File: src/rtl/scroll_ctrl_if.sv
// scroll_ctrl_if: message-memory, frame-shift and serializer handshake bundle
interface scroll_ctrl_if #(parameter int ADDR_W = 8);
    logic              mem_rd;
    logic [ADDR_W-1:0] mem_addr;
    logic [7:0]        mem_data;
    logic              shift_en;
    logic              shift_dir;
    logic [7:0]        shift_d;
    logic              upd_req;
    logic              upd_ack;

    modport master (
        output mem_rd, mem_addr, shift_en, shift_dir, shift_d, upd_req,
        input  mem_data, upd_ack
    );

    modport slave (
        input  mem_rd, mem_addr, shift_en, shift_dir, shift_d, upd_req,
        output mem_data, upd_ack
    );
endinterface

File: src/rtl/scroll_ctrl.sv
// scroll_ctrl: column sequencer feeding a scrolling-text frame register
module scroll_ctrl #(
    parameter int CLK_DIV = 1000000,
    parameter int ADDR_W  = 8,
    parameter int GAP     = 8
) (
    input  logic              clk,
    input  logic              rst_n,
    input  logic              start,
    input  logic              stop,
    input  logic              dir_in,
    input  logic [ADDR_W-1:0] msg_len,
    scroll_ctrl_if.master     bus,
    output logic              busy,
    output logic              wrap,
    output logic              overrun
);
    // pos must reach msg_len+GAP-1, which can exceed the address range
    localparam int PW = ADDR_W + $clog2(GAP + 2);
    localparam int CW = $clog2(CLK_DIV);

    typedef enum logic [2:0] {IDLE, READ, LATCH, SHIFT, UPDATE, WAIT_TICK} state_t;

    state_t            state_q, state_d;
    logic [PW-1:0]     pos_q, pos_d;
    logic [ADDR_W-1:0] len_q, len_d;
    logic [CW-1:0]     pre_q, pre_d;
    logic [7:0]        col_q, col_d;
    logic              dir_q, dir_d;
    logic              tick_pend_q, tick_pend_d;
    logic              stop_pend_q, stop_pend_d;
    logic              overrun_q, overrun_d;
    logic              idle, go, tick, data_col, last;
    logic [ADDR_W-1:0] addr;

    assign idle     = state_q == IDLE;
    assign go       = idle && start && msg_len != '0;
    assign tick     = !idle && pre_q == CW'(CLK_DIV - 1);
    assign data_col = pos_q < PW'(len_q);
    assign last     = pos_q == PW'(len_q) + PW'(GAP) - PW'(1);
    assign addr     = dir_q ? len_q - ADDR_W'(1) - pos_q[ADDR_W-1:0] : pos_q[ADDR_W-1:0];

    // state and datapath registers, synchronous active-low reset
    always_ff @(posedge clk) begin
        if (!rst_n) begin
            state_q     <= IDLE;
            pos_q       <= '0;
            len_q       <= '0;
            pre_q       <= '0;
            col_q       <= '0;
            dir_q       <= 1'b0;
            tick_pend_q <= 1'b0;
            stop_pend_q <= 1'b0;
            overrun_q   <= 1'b0;
        end else begin
            state_q     <= state_d;
            pos_q       <= pos_d;
            len_q       <= len_d;
            pre_q       <= pre_d;
            col_q       <= col_d;
            dir_q       <= dir_d;
            tick_pend_q <= tick_pend_d;
            stop_pend_q <= stop_pend_d;
            overrun_q   <= overrun_d;
        end
    end

    // next-state: one column per pass READ->LATCH->SHIFT->UPDATE, then wait for a tick
    always_comb begin
        state_d = state_q;
        case (state_q)
            IDLE:      state_d = go ? READ : IDLE;
            READ:      state_d = LATCH;
            LATCH:     state_d = SHIFT;
            SHIFT:     state_d = UPDATE;
            UPDATE:    state_d = bus.upd_ack ? (stop_pend_q ? IDLE : WAIT_TICK) : UPDATE;
            WAIT_TICK: state_d = (tick || tick_pend_q) ? READ : WAIT_TICK;
            default:   state_d = IDLE;
        endcase
    end

    // datapath: position, prescaler, pending tick/stop bookkeeping and column capture
    always_comb begin
        len_d       = go ? msg_len : len_q;
        dir_d       = go ? dir_in : dir_q;
        pos_d       = go ? '0 : state_q == SHIFT ? (last ? '0 : pos_q + PW'(1)) : pos_q;
        pre_d       = (idle || tick) ? '0 : pre_q + CW'(1);
        col_d       = state_q == LATCH ? (data_col ? bus.mem_data : 8'h00) : col_q;
        overrun_d   = go ? 1'b0 : overrun_q | (tick && tick_pend_q && state_q != WAIT_TICK);
        tick_pend_d = idle ? 1'b0 : state_q == WAIT_TICK ? tick && tick_pend_q : tick_pend_q | tick;
        stop_pend_d = !idle && state_d != IDLE && (stop || stop_pend_q);
    end

    // outputs decoded from the current state
    always_comb begin
        busy          = !idle;
        bus.mem_rd    = state_q == READ && data_col;
        bus.mem_addr  = bus.mem_rd ? addr : '0;
        bus.shift_en  = state_q == SHIFT;
        bus.shift_d   = col_q;
        bus.shift_dir = dir_q;
        bus.upd_req   = state_q == UPDATE;
        wrap          = state_q == SHIFT && last;
        overrun       = overrun_q;
    end
endmodule

File: src/flat_wrapper.sv
// flat-port wrapper written by rule: the top's interface ports become plain ports
module scroll_ctrl_flat 
#(
    parameter int CLK_DIV = 1000000,
    parameter int ADDR_W  = 8,
    parameter int GAP     = 8
)
  (clk, rst_n, start, stop, dir_in, msg_len, busy, wrap, overrun, bus_mem_rd, bus_mem_addr, bus_shift_en, bus_shift_dir, bus_shift_d, bus_upd_req, bus_mem_data, bus_upd_ack);
  scroll_ctrl_if #(.ADDR_W(ADDR_W)) bus_i ();
  input  logic clk;
  input  logic rst_n;
  input  logic start;
  input  logic stop;
  input  logic dir_in;
  input  logic [ADDR_W-1:0] msg_len;
  output logic busy;
  output logic wrap;
  output logic overrun;
  output wire logic [$bits(bus_i.mem_rd)-1:0] bus_mem_rd;
  output wire logic [$bits(bus_i.mem_addr)-1:0] bus_mem_addr;
  output wire logic [$bits(bus_i.shift_en)-1:0] bus_shift_en;
  output wire logic [$bits(bus_i.shift_dir)-1:0] bus_shift_dir;
  output wire logic [$bits(bus_i.shift_d)-1:0] bus_shift_d;
  output wire logic [$bits(bus_i.upd_req)-1:0] bus_upd_req;
  input wire logic [$bits(bus_i.mem_data)-1:0] bus_mem_data;
  input wire logic [$bits(bus_i.upd_ack)-1:0] bus_upd_ack;
  assign bus_mem_rd = bus_i.mem_rd;
  assign bus_mem_addr = bus_i.mem_addr;
  assign bus_shift_en = bus_i.shift_en;
  assign bus_shift_dir = bus_i.shift_dir;
  assign bus_shift_d = bus_i.shift_d;
  assign bus_upd_req = bus_i.upd_req;
  assign bus_i.mem_data = bus_mem_data;
  assign bus_i.upd_ack = bus_upd_ack;
  scroll_ctrl #(.CLK_DIV(CLK_DIV), .ADDR_W(ADDR_W), .GAP(GAP)) u_core (.clk(clk), .rst_n(rst_n), .start(start), .stop(stop), .dir_in(dir_in), .msg_len(msg_len), .bus(bus_i), .busy(busy), .wrap(wrap), .overrun(overrun));
endmodule
File: config.mk
export PLATFORM = sky130hd
export DESIGN_NAME = scroll_ctrl_flat
export DESIGN_NICKNAME = d
export VERILOG_FILES = /design/src/rtl/scroll_ctrl_if.sv /design/src/rtl/scroll_ctrl.sv /design/src/flat_wrapper.sv
export SDC_FILE = /design/constraint.sdc
export NUM_CORES = 1
export LEC_CHECK = 0
export ABC_AREA = 1
export BUFFER_PORTS_ARGS = -buffer_cell sky130_fd_sc_hd__buf_2
export CAP_MARGIN = 15
export CELL_PAD_IN_SITES_DETAIL_PLACEMENT = 1
export CELL_PAD_IN_SITES_GLOBAL_PLACEMENT = 1
export CORE_UTILIZATION = 40
export DETAILED_ROUTE_END_ITERATION = 10
export PLACE_DENSITY_LB_ADDON = 0.1
export SLEW_MARGIN = 30
export SYNTH_ARGS = -nofsm -noshare
export SYNTH_HDL_FRONTEND = slang
export SYNTH_SLANG_ARGS = --single-unit
File: constraint.sdc
create_clock -name clk -period 2.95 [get_ports clk]
set_input_delay 0.885 -clock clk [delete_from_list [all_inputs] [get_ports clk]]
set_output_delay 0.885 -clock clk [all_outputs]
set_load 0.03 [all_outputs]
==> results.md <==
- Pre-antenna DRT Iters: 4
- Failing checks: setup timing
- Clock Latency Late Sink: 310 ps
- Die width: 96.3 µm
- Placed cells: 693
- Finished Cell Area: 0.00460 mm²
- Final worst-path cycle share: 1.07
- Post-synthesis register bit count: 55
- Cell taking the most area after synthesis: dfxtp_1
- Worst EP required: 2070 ps
- Antenna violations before repair: 0
- Core area: 0.00868 mm²
- CP top delay family: compound AO/OA/AOI/OAI gates
- Register-to-Register Setup Slack: 620 ps
- Synth async-reset ratio: 0
- H-tree depth: 2
- Layout Utilization: 0.530
- Antenna viol nets, final: 0
- Synth top area cells: dfxtp_1 (31%), nand2_1 (12%), inv_1 (7.7%)
- CTS Buf Count: 5
- Hold depth: 1
- Worst Max-Slew Pin Slew: 732 ps
- Max FO, Critical Path: 5
- FF-to-FF Start: u_core.len_q[0]
- Worst Reg-to-Reg Cells: 15
- Die height: 96.3 µm
- Pwr dens: 464 mW/mm²
- Pwr Total: 2.13 mW
- Critical path arrival: 2260 ps
- Hold Startpoint: u_core.pre_q[0]
- Maximum VDD drop: 0.255 mV
- Max_cap viols: 0
- Clk root buf: clkbuf_8
- Fillcell total: 1149
- Hold Path End: u_core.pre_q[0]
- Vias in the first global route: 3663
- # DRC: 0
- Longest Clk Path Bufs: 2
- Placement Cell Area: 0.00405 mm²
- Setup-failing EPs final: 9
- Slowest cell delay on critical path: 380 ps
- Avg WL per Cell: 15.7 µm
- Total wire length: 11300 µm
- Crit-path most repeated cell: inv_2
- Commonest non-fill, non-tap cell in the layout: nand2_1
- Vias/cell: 5.21
- Initial DRC Count: 106
- Max transition margin: 0.512
- P&R area growth vs syn: 29.1%
- Layout cells sized above 1: 0.308
- RSZ-0062 raised after global routing: yes
- Endpoints failing hold: 0
- Setup WS post-layout: -198 ps
- Crit path kind: reg -> out
- Net Count, Synth: 573
- Hold-fix buffers, CTS: 0
- Unique masters post-synth: 38
- Aggregate global routing overflow: 0
- Antenna fix cells: 0
- Initial Util: 0.410
- Gate Count Post-Synth: 530
- CTS tree: built
- Synthesized area: 0.00356 mm²
- Leakage: 1.92 nW
- Final #Nets: 654
- DPL Wire Length: 8270 µm
- Vias: 3745
- IO Pins: 45
- Worst Path Buf+Inv: 3
- Most frequent cells in the layout: nand2_1 (104), inv_1 (63), nor2_1 (47)
- Setup crit end kind: output pin
- Crit path depth: 10
- Dominant synthesized flop cell: dfxtp_1
- Yosys top cell area share: 0.309
- Final std cells w/o fill: 719
- Worst Hold Class: reg -> reg
- Place WS: -15.6 ps
- Die area: 0.00928 mm²
- Port buffer count: 44
- Pins Over Slew Limit: 0
- Critical Path, Cell by Cell: inv_2, ha_4, a21oi_1, nand2_1, nand4_1, o211ai_1, nor2_1, o221ai_1, inv_2, buf_4
- Fmax: 0.318 GHz
- Critical R2R Capture: u_core.pos_q[11]
- Final GP Congestion: 0.821
- Tmin final: 3150 ps
- Status: finished, violations left
- Site row count: 34
- Post-synth EDFFs: 0
- CP max-delay cell: dfxtp_1
- CTS sink cnt: 55
- Worst Skew: 10.3 ps
- All-layer global routing usage: 0.244
- Largest net degree at the start of global routing: 20
- Post-synthesis sequential area ratio: 0.309
- Worst-path clk slew: 100 ps
- First-pass GRT wire length: 17200 µm
- Startpoint Class: flop
- Yosys warning count: 0
- Mean area per synthesized cell: 6.71 µm²
==> stage by stage <==
step	TNS, ps	hold WS, ps
floorplan	0	418
global placement	0	431
detailed placement	-15.6	449
CTS	-497	467
global route	-1890	492
finish	-759	460
==> flip-flops by register name (all words and copies together), names as in the netlist <==
signal and count:
u_core.bus.shift_d 8, u_core.bus.shift_dir 1, u_core.len_q 8, u_core.overrun 1, u_core.pos_q 12, u_core.pre_q 20
u_core.state_q 3, u_core.stop_pend_q 1, u_core.tick_pend_q 1
==> worst max path at each step <==
stage | from | endpoint
2_1_floorplan | u_core.len_q[3] | bus_mem_addr[0]
3_3_place_gp | u_core.len_q[0] | bus_mem_addr[6]
3_5_place_dp | u_core.len_q[0] | bus_mem_addr[6]
4_1_cts | u_core.len_q[0] | wrap
5_1_grt | u_core.len_q[1] | bus_mem_addr[6]
6_report | u_core.len_q[2] | bus_mem_addr[7]
==> kinds of logic after synthesis <==
kind of cell / share of synthesized area
adder cells (fa/ha/maj): 0.0759
buffers and inverters: 0.0935
flip-flops: 0.309
XOR/XNOR: 0.0345
multiplexers: 0.00281
AND/OR/NAND/NOR: 0.372
AO/OA/AOI/OAI: 0.112
==> per-layer routing <==
| metal | GRT usage | share of wire |
|---|---|---|
| met5 | 0 | 0 |
| met1 | 0.282 | 0.43 |
| met2 | 0.460 | 0.53 |
| met4 | 0.0882 | 0.020 |
| met3 | 0.0284 | 0.019 |
==> power by group <==
group	internal (mW)	switching, mW	leakage (nW)
Sequential	0.777	0.0431	0.451
Combinational	0.320	0.498	1.42
Clock	0.250	0.245	0.0513
==> synthesized netlist by cell type (11+ instances only) <==
| master | n |
|---|---|
| a21oi_1 | 39 |
| dfxtp_1 | 55 |
| ha_1 | 20 |
| inv_1 | 73 |
| nand2_1 | 114 |
| nand3_1 | 40 |
| nand4_1 | 11 |
| nor2_1 | 50 |
| nor2_2 | 19 |
| nor3_1 | 15 |
| o21ai_0 | 18 |
| xor2_1 | 13 |
==> repair_timing <==
action / CTS / global route
pin swaps: 15 / 25
endpoints found under the setup margin: 10 / 9
gates cloned: 0 / 0
buffers inserted: 6 / 13
gates resized for setup: 43 / 43
==> cell type report <==
| class | instances | area, µm² | share of cell area |
|---|---|---|---|
| Inverter | 77 | 304 | 0.0662 |
| Multi-Input combinational cell | 389 | 2350 | 0.512 |
| Timing Repair Buffer | 83 | 579 | 0.126 |
| Tap cell | 108 | 135 | 0.0294 |
| Clock inverter | 1 | 30.0 | 0.00653 |
| Clock buffer | 6 | 72.6 | 0.0158 |
| Sequential cell | 55 | 1120 | 0.244 |
Power figures use the tool's default switching activity.
